==> config.mk <==
export PLATFORM = sky130hd
export DESIGN_NAME = fetch_unit
export DESIGN_NICKNAME = d
export VERILOG_FILES = /design/src/rtl/fetch_pkg.sv /design/src/rtl/next_pc_mux.sv /design/src/rtl/fetch_unit.sv
export SDC_FILE = /design/constraint.sdc
export NUM_CORES = 1
export LEC_CHECK = 0
export CORE_MARGIN = 1.5
export CORE_UTILIZATION = 35
export CTS_CLUSTER_DIAMETER = 200
export DETAILED_ROUTE_END_ITERATION = 7
export PLACE_DENSITY = 0.61
export SYNTH_ARGS = -nofsm -noshare
export SYNTH_HDL_FRONTEND = slang
export SYNTH_HIERARCHICAL = 1
export SYNTH_SLANG_ARGS = --single-unit
==> constraint.sdc <==
create_clock -name clock -period 5 [get_ports clock]
set_input_delay 1 -clock clock [delete_from_list [all_inputs] [get_ports clock]]
set_output_delay 1 -clock clock [all_outputs]
set_load 0.01 [all_outputs]
==> src/rtl/fetch_pkg.sv <==
// Shared types and constants for the instruction-fetch stage and its control unit.
package fetch_pkg;

  // Fetch FSM states.
  typedef enum logic [1:0] {
    StIdle  = 2'b00,
    StFetch = 2'b01,
    StExec  = 2'b10
  } state_e;

  // PCSrc encodings, also driven by the control unit.
  localparam logic [1:0] PCSRC_SEQ = 2'b00;
  localparam logic [1:0] PCSRC_JAL = 2'b01;
  localparam logic [1:0] PCSRC_BR  = 2'b10;
  localparam logic [1:0] PCSRC_JR  = 2'b11;

  // Sequential PC increment in bytes.
  localparam logic [31:0] PC_STEP = 32'd4;

endpackage

==> src/rtl/next_pc_mux.sv <==
// Combinational next-PC selection: sequential, jal, branch and jr targets.
module next_pc_mux
  import fetch_pkg::*;
(
  input  logic [31:0] pc_i,
  input  logic [31:0] ins_i,
  input  logic [1:0]  pc_src_i,
  input  logic        branch_taken_i,
  input  logic [31:0] reg_target_i,
  output logic [31:0] next_pc_o,
  output logic [31:0] pc_plus4_o
);

  logic [31:0] br_off;
  logic [31:0] br_target;
  logic        unused_bits;

  assign pc_plus4_o = pc_i + PC_STEP;
  // Sign-extended word offset, scaled to bytes.
  assign br_off     = {{14{ins_i[15]}}, ins_i[15:0], 2'b00};
  assign br_target  = pc_plus4_o + br_off;
  // Opcode bits and jr low bits do not take part in target selection.
  assign unused_bits = ^{ins_i[31:26], reg_target_i[1:0]};

  // Select the committed target; carries out of bit 31 are discarded.
  always_comb begin
    next_pc_o = pc_plus4_o;
    unique case (pc_src_i)
      PCSRC_SEQ: next_pc_o = pc_plus4_o;
      PCSRC_JAL: next_pc_o = {pc_plus4_o[31:28], ins_i[25:0], 2'b00};
      PCSRC_BR:  next_pc_o = branch_taken_i ? br_target : pc_plus4_o;
      PCSRC_JR:  next_pc_o = {reg_target_i[31:2], 2'b00};
      default:   next_pc_o = pc_plus4_o;
    endcase
  end

endmodule

==> src/rtl/fetch_unit.sv <==
// Instruction-fetch stage: owns PC and instruction register, fetches over a valid
// handshake and holds the instruction for the control unit until PCWrite commits.
module fetch_unit
  import fetch_pkg::*;
#(
  parameter logic [31:0] RESET_PC   = 32'h0000_0000,
  parameter int unsigned HOLD_LIMIT = 3
) (
  input  logic        clock,
  input  logic        reset,
  output logic        imem_req,
  output logic [31:0] imem_addr,
  input  logic        imem_valid,
  input  logic [31:0] imem_rdata,
  input  logic        PCWrite,
  input  logic [1:0]  PCSrc,
  input  logic        branch_taken,
  input  logic [31:0] reg_target,
  output logic [31:0] ins,
  output logic        ins_valid,
  output logic [31:0] pc,
  output logic [31:0] pc_plus4,
  output logic [31:0] retired,
  output logic        fault
);

  localparam logic [3:0] HoldLimit = 4'(HOLD_LIMIT);

  state_e      state_q, state_d;
  logic [31:0] pc_q, pc_d;
  logic [31:0] ins_q, ins_d;
  logic [31:0] retired_q, retired_d;
  logic [3:0]  hold_cnt_q, hold_cnt_d;
  logic        fault_q, fault_d;
  logic [31:0] next_pc;

  next_pc_mux u_next_pc_mux (
    .pc_i          (pc_q),
    .ins_i         (ins_q),
    .pc_src_i      (PCSrc),
    .branch_taken_i(branch_taken),
    .reg_target_i  (reg_target),
    .next_pc_o     (next_pc),
    .pc_plus4_o    (pc_plus4)
  );

  // Next-state logic for the FSM, PC, IR, retire/hold counters and sticky fault.
  always_comb begin
    state_d    = state_q;
    pc_d       = pc_q;
    ins_d      = ins_q;
    retired_d  = retired_q;
    hold_cnt_d = hold_cnt_q;
    fault_d    = fault_q;
    unique case (state_q)
      StIdle: state_d = StFetch;
      StFetch: begin
        if (imem_valid) begin
          ins_d   = imem_rdata;
          state_d = StExec;
        end
      end
      StExec: begin
        if (PCWrite) begin
          pc_d       = next_pc;
          retired_d  = retired_q + 32'd1;
          hold_cnt_d = 4'd0;
          state_d    = StFetch;
        end else begin
          if (hold_cnt_q != 4'hF) begin
            hold_cnt_d = hold_cnt_q + 4'd1;
          end
          // Flag a stalled control unit; the FSM keeps holding regardless.
          if (hold_cnt_d >= HoldLimit) begin
            fault_d = 1'b1;
          end
        end
      end
      default: state_d = StIdle;
    endcase
  end

  // State registers with asynchronous reset; reset abandons any outstanding fetch.
  always_ff @(posedge clock or posedge reset) begin
    if (reset) begin
      state_q    <= StIdle;
      pc_q       <= RESET_PC;
      ins_q      <= 32'd0;
      retired_q  <= 32'd0;
      hold_cnt_q <= 4'd0;
      fault_q    <= 1'b0;
    end else begin
      state_q    <= state_d;
      pc_q       <= pc_d;
      ins_q      <= ins_d;
      retired_q  <= retired_d;
      hold_cnt_q <= hold_cnt_d;
      fault_q    <= fault_d;
    end
  end

  assign imem_req  = (state_q == StFetch);
  assign ins_valid = (state_q == StExec);
  assign imem_addr = pc_q;
  assign pc        = pc_q;
  assign ins       = ins_q;
  assign retired   = retired_q;
  assign fault     = fault_q;

endmodule

==> metrics.cfg, run 1 <==
[outcome]
status=complete, no violations

[synthesis]
async_flop_share_pct=100
yosysWarnings=6
syn-instance-count=796
synth_nets=904
synth_edf_count=0
yosysSeqAreaShare_pct=34.2
synth_flop_cell=dfrtp_1
syn-mean-instance-area_sq_um=9.46
synth_cell_types=67
netlist_area_sq_mm=0.00753
synth-seq-cells=103

[clock_network]
postCtsSetupRepairBufs=0
cts_htree_levels=3
cts.sinks=103
tritoncts=yes
clock_path_buffers=2
clkSlewWorstSetupHoldPaths_ns=0.08
clk_latency_ns=0.36
hold_buffers=0
cts_inserted_buffers=9
root_buffer=clkbuf_16
cts-resized-gates=0

[timing]
rsz0062_at_grt=false
min_period_ns=4.61
relSlewSlack_pct=37.2
max_freq_mhz=217
hold_viol=0
finalCritPeriodShare_pct=92.2
finalMaxSlewViolations=0
setup_viol=0
tightest_slew_ns=0.942
skew_ns=0.0127
setup_tns_ns=0

[worst_hold_path]
hold_depth=1
hold_path.class=flop to flop

[grt]
grt_pass1_wl_um=35100
grt_pass1_vias=6253
grt_max_degree=72
grtUsageTotal_pct=20.1
grt_overflow=0
antenna_found_initial=0

[floorplan]
dieArea_sq_mm=0.0224
dieWidth_um=150
core.rowCount=53
core-area_sq_mm=0.0211
dieHeight_um=150
num_io_pins=234
start_util_pct=35.7

[final_layout]
diodes=0
fin_area_sq_mm=0.0102
stdcell_count=1260
final-seq-area_sq_mm=0.00258
nFillCells=2007
area_growth_pct=35.1
multi_input_area_sq_mm=0.00446
nets=1088
fin_util_pct=48.3
drive_gt1_share_pct=11.1

[worst_setup_path]
crit_path_start_kind=flop
ff2ff_path_depth=15
r2r-end=imem_addr[31]
required_ns=5.25
arrival_ns=4.86
critPathLaunch=imem_addr[2]
worstPathMaxFanout=8
worstSetupEndpointType=flop
crit_type=flop to flop
endpoint=imem_addr[31]
reg2reg_slack_ns=0.39
r2r_start=imem_addr[2]

[place]
place_inst=1244
dp_hpwl_um=16800
dpl_cell_area_sq_mm=0.00986
port-buffer-count=231
gp_congestion=0.875

[power_and_ir_drop]
power_mw=6.79
power_leakage_nw=4.36
vdd_drop_max_uv=302
power_density_mw_per_mm2=667

[detailed_routing]
drc_errors=0
num_vias=6666
wl_per_cell_um=17.9
ant_nets=0
drt_iter0_drc=265
vias_per_cell=5.29
routed_wl_um=22600
dr.pass1.iters=5

[job]
cap_viol_max_count=0

==> worst max-delay path, stage by stage, from the launching register on <==
cell and delay, ns:
dfrtp_1 0.50, ha_1 0.27, nand4_1 0.33, nor2_1 0.38, nand3_1 0.15, xnor2_1 0.31
ha_1 0.40, a21oi_1 0.27, o21ai_0 0.15, or3_1 0.41, o21ai_1 0.19, a21oi_1 0.10
or4_1 0.50, a21oi_1 0.16, o211ai_1 0.11, mux2_2 0.26
==> metal layers <==
layer | GRT usage, % | part of all wire (%) | vias up
met4 | 4.66 | 1.3 | 0
met2 | 32.5 | 47 | 204
met3 | 4.51 | 6.4 | 18
li1 | - | - | 3201
met1 | 27.4 | 45 | 3243
met5 | 0 | 0 | -
==> worst min path at each step <==
| stage | from | end | slack [ns] |
|---|---|---|---|
| 3_3_place_gp | fault | fault | 0.44 |
| 3_5_place_dp | fault | fault | 0.45 |
| 5_1_grt | retired[31] | retired[31] | 0.49 |
| 4_1_cts | fault | fault | 0.47 |
| 2_1_floorplan | fault | fault | 0.49 |
| 6_report | fault | fault | 0.47 |
==> state kept, by name, summed over array words and instances, names as in the netlist <==
signal      cells
hold_cnt_q      4
ins            32
retired        32
state_q         2
fault           1
imem_addr      32
==> cell usage after synthesis, types with 3 or more instances <==
library cell / n / share of area [%]
o21a_1: 7 / 0.70
mux2i_1: 28 / 3.7
dfrtp_1: 103 / 34
o211a_1: 4 / 0.53
clkbuf_1: 24 / 1.2
a22oi_1: 4 / 0.40
xor2_1: 29 / 3.4
buf_4: 36 / 3.6
nor3_1: 15 / 1.0
inv_1: 20 / 1.0
nand4_1: 25 / 2.1
a21oi_1: 56 / 3.7
nand2_1: 52 / 2.6
ha_1: 36 / 6.0
or3_1: 3 / 0.25
buf_2: 8 / 0.53
o211ai_1: 3 / 0.30
nor2b_1: 13 / 1.1
and4_1: 4 / 0.47
nor2_1: 42 / 2.1
a211oi_1: 12 / 1.2
o21ai_0: 27 / 1.8
nand2b_1: 5 / 0.42
o21bai_1: 5 / 0.50
nand3b_1: 3 / 0.30
and3_1: 8 / 0.66
nand3_1: 36 / 2.4
o31ai_1: 5 / 0.50
a21o_1: 17 / 1.7
a221oi_1: 3 / 0.35
mux2_2: 66 / 9.9
xnor2_1: 51 / 5.9
and2_1: 5 / 0.42
==> power breakdown <==
| part | switching [mW] | internal, mW | leakage (nW) |
|---|---|---|---|
| sequential | 0.446 | 1.12 | 1.30 |
| clock | 0.400 | 0.366 | 0.153 |
| combinational | 2.15 | 2.30 | 2.92 |
==> area by class of cell <==
class	count	share of cell area [%]
clock inverter	7	0.873
clock buffer	9	2.21
tap	275	3.38
inverter	22	0.836
timing repair buffer	243	23.5
multi-input combinational	601	43.9
sequential	103	25.3
==> layout by cell type, fill, tap and decap left out, types with 3 or more instances in the layout <==
master	Yosys	routed
and2_1	5	5
nand2b_1	5	5
a211oi_1	12	12
ha_1	36	36
dfrtp_1	103	103
nor3_1	15	15
and4_1	4	4
nor2b_1	13	13
o21bai_1	5	5
nand2_1	52	52
a21oi_1	56	56
a22oi_1	4	4
nand4_1	25	25
nand3_1	36	36
xor2_1	29	29
xnor2_1	51	51
mux2_2	66	66
or3_1	3	3
clkbuf_16	0	9
inv_1	20	19
and3_1	8	8
o211a_1	4	4
nand3b_1	3	3
o31ai_1	5	5
o211ai_1	3	3
mux2i_1	28	28
o21a_1	7	7
a221oi_1	3	3
a21o_1	17	17
nor2_1	42	42
o21ai_0	27	27
clkdlybuf4s50_1	0	229
buf_4	36	12
==> kinds of logic (layout without fill, tap and decap cells) <==
logic type / count (synthesis) / in the layout / share of synthesized area, %
AO/OA/AOI/OAI: 166 / 166 / 14.4
XOR/XNOR: 80 / 80 / 9.30
adder cells (fa/ha/maj): 37 / 37 / 6.25
buffers and inverters: 92 / 281 / 6.51
flip-flops: 103 / 103 / 34.2
multiplexers: 95 / 95 / 13.8
AND/OR/NAND/NOR: 223 / 223 / 15.5
==> metrics by stage <==
stage	setup WS, ns	hold WS [ns]
global route	0.0168	0.491
finish	0.390	0.471
floorplan	0.833	0.493
CTS	0.401	0.474
detailed placement	0.430	0.446
global placement	0.498	0.441
(Power assumes the default switching activity.)
==> run 2, diff against run 1 <==
Settings changed: SKIP_CTS_REPAIR_TIMING set to 1.
==> results of run 2 <==
Same layout as run 1: the final DEF is identical, and so are final timing and power.
==> run 3, diff against run 2 <==
Settings changed: PLACE_DENSITY 0.61 to 0.63.
Clock period 5 ns to 3.8 ns, I/O delays scaled along.
==> run 3 against run 2 <==
  * Sequential share of layout area shrank 2.4 points
  * Register-to-register slack lost 0.38 ns
  * Flip-flop and latch count is the same
  * Sequential power grew 25%
  * Critical endpoint is now imem_addr[30]
==> metrics.cfg, run 3 (synthesized netlist as in run 1, its figures left out) <==
[worst_setup_path]
critical-path-top-delay-family=simple AND/OR/NAND/NOR gates
r2r-end=imem_addr[30]
r2r_start=imem_addr[3]
critPathLaunch=imem_addr[3]
worstPathMaxFanout=4  ; -4
arrival_ns=4.05  ; -0.81 ns
ff2ff_path_depth=17  ; +2
path_buf_inv=1  ; +1
critPathMaxStageDelay_ns=0.40  ; -0.10 ns
crit_chain=and3_4 > nand3_4 > or2_4 > inv_2 > and3_4 > xor2_4 > ha_4 > a21o_1 > a21o_1 > a21oi_2 > nor2b_1 > or4_1 > o22a_1 > a31o_1 > mux2_4 > o2111ai_2 > mux2_4
required_ns=4.05  ; -1.20 ns
critPathSlowestCell=or4_1
crit_path_start_kind=flop
reg2reg_slack_ns=0.008  ; -0.38 ns
worstSetupEndpointType=flop
crit_type=flop to flop

[clock_network]
cts.sinks=103  ; unchanged
cts_htree_levels=3  ; unchanged
clk_latency_ns=0.36  ; about the same
clock_path_buffers=2  ; unchanged
root_buffer=clkbuf_16
cts_inserted_buffers=9  ; unchanged
clkSlewWorstSetupHoldPaths_ns=0.08  ; about the same
tritoncts=yes

[job]
cap_viol_max_count=0  ; unchanged

[power_and_ir_drop]
vdd_drop_max_uv=457  ; +52%
power_leakage_nw=4.93  ; +13%
power_density_mw_per_mm2=909  ; +36%

[floorplan]
dieHeight_um=150  ; unchanged
core.rowCount=53  ; unchanged
dieArea_sq_mm=0.0224  ; unchanged
start_util_pct=35.7  ; unchanged
num_io_pins=234  ; unchanged
dieWidth_um=150  ; unchanged
core-area_sq_mm=0.0211  ; unchanged

[timing]
tightest_slew_ns=0.901  ; -0.0411 ns
max_freq_mhz=264  ; +22%
timing.hold.ws_ns=0.458  ; -0.0132 ns
relSlewSlack_pct=39.7  ; +2.6 points
skew_ns=0.00885  ; -0.00383 ns
min_period_ns=3.79  ; -0.818 ns
finalMaxSlewViolations=0  ; unchanged
hold_viol=0  ; unchanged
finalCritPeriodShare_pct=99.8  ; +7.6 points
setup_viol=0  ; unchanged
rsz0062_at_grt=true
layout_setup_ws_ns=0.00800  ; -0.382 ns

[detailed_routing]
drt_iter0_drc=400  ; +51%
ant_nets=0  ; unchanged
wl_per_cell_um=17.4  ; -3.0%
drc_errors=0  ; unchanged
wl_met3_um=1240  ; -15%
num_vias=7054  ; +5.8%
wl_met2_um=11200  ; +5.2%
routed_wl_um=23500  ; +4.0%
vias_per_cell=5.22  ; -1.3%
wl_met1_um=10600  ; +4.0%
dr.pass1.iters=4  ; -1
highest_layer=met4

[worst_hold_path]
worstHoldStart=fault
hold_depth=1  ; unchanged
hold_path_end=fault
hold_path.class=flop to flop

[grt]
grt_max_degree=56  ; -22%
grt_pass1_vias=6860  ; +9.7%
antenna_found_initial=0  ; unchanged
grt_overflow=0  ; unchanged
grtUsageTotal_pct=21.0  ; +0.84 points
grt_pass1_wl_um=36800  ; +4.8%

[final_layout]
final_cell_mix=228 x clkdlybuf4s50_1, 102 x buf_4, 98 x dfrtp_1, 64 x mux2_2, 50 x nand2_1
final_common_cell=clkdlybuf4s50_1
drive_gt1_share_pct=24.1  ; +13 points
nets=1179  ; +8.4%
diodes=0  ; unchanged
nFillCells=1944  ; -3.1%
area_growth_pct=49.4

[place]
dp_hpwl_um=17800  ; +5.5%
port-buffer-count=231  ; unchanged
gp_congestion=0.881  ; +0.72%
preCtsSetupSlack_ns=-0.116  ; -0.547 ns

[outcome]
status=complete, no violations

-- run 3: cell count changes in the layout (fill, tap and decap cells not counted), sizes merged --
cell           previous run  this run
buf                      14       105
clkinv                    3         2
dlymetal6s2s              0         1
clkdlybuf4s50           229       228
inv                      26        27
-- run 3: power breakdown --
part	leakage [nW]	switching [mW]	internal [mW]
registers	1.29	0.475	1.49
logic	3.48	3.36	3.90
clock network	0.154	0.530	0.484
-- run 3: final cells by class --
class,count,area (sq um),share of cell area [%]
tap,275,344,3.06
sequential,103,2580,23.0
timing repair buffer,334,3090,27.5
clock inverter,7,88.8,0.789
clock buffer,9,225,2.00
multi-input combinational,601,4840,43.0
inverter,22,85.1,0.756
-- run 3: metrics by stage --
step           TNS, ns  cells  instance area [sq um]  utilization, %  power (mW)
5_1_grt         -0.659   1351                  11300            53.4        11.0
2_1_floorplan  -0.0555    796                   7660               -        5.86
3_5_place_dp    -0.199   1323                  10600            50.2        8.73
6_report             0   1351                  11300            53.4        10.2
4_1_cts         -0.346   1339                  10900            51.7        9.80
3_3_place_gp   -0.0605   1323                  10600            50.2        8.70
-- run 3: worst max-delay path by stage --
| stage | endpoint | slack, ns | cells past startpoint |
|---|---|---|---|
| 2_1_floorplan | imem_addr[30] | -0.05 | 16 |
| 3_3_place_gp | imem_addr[31] | -0.06 | 16 |
| 3_5_place_dp | imem_addr[31] | -0.12 | 16 |
| 4_1_cts | imem_addr[31] | -0.13 | 16 |
| 5_1_grt | imem_addr[31] | -0.21 | 17 |
| 6_report | imem_addr[30] | 0.008 | 17 |
-- run 3: per-layer routing --
metal	GRT usage, %	up-vias
met5	0	-
met4	5.93	0
met3	3.72	33
met2	34.7	199
met1	28.1	3436
li1	-	3386
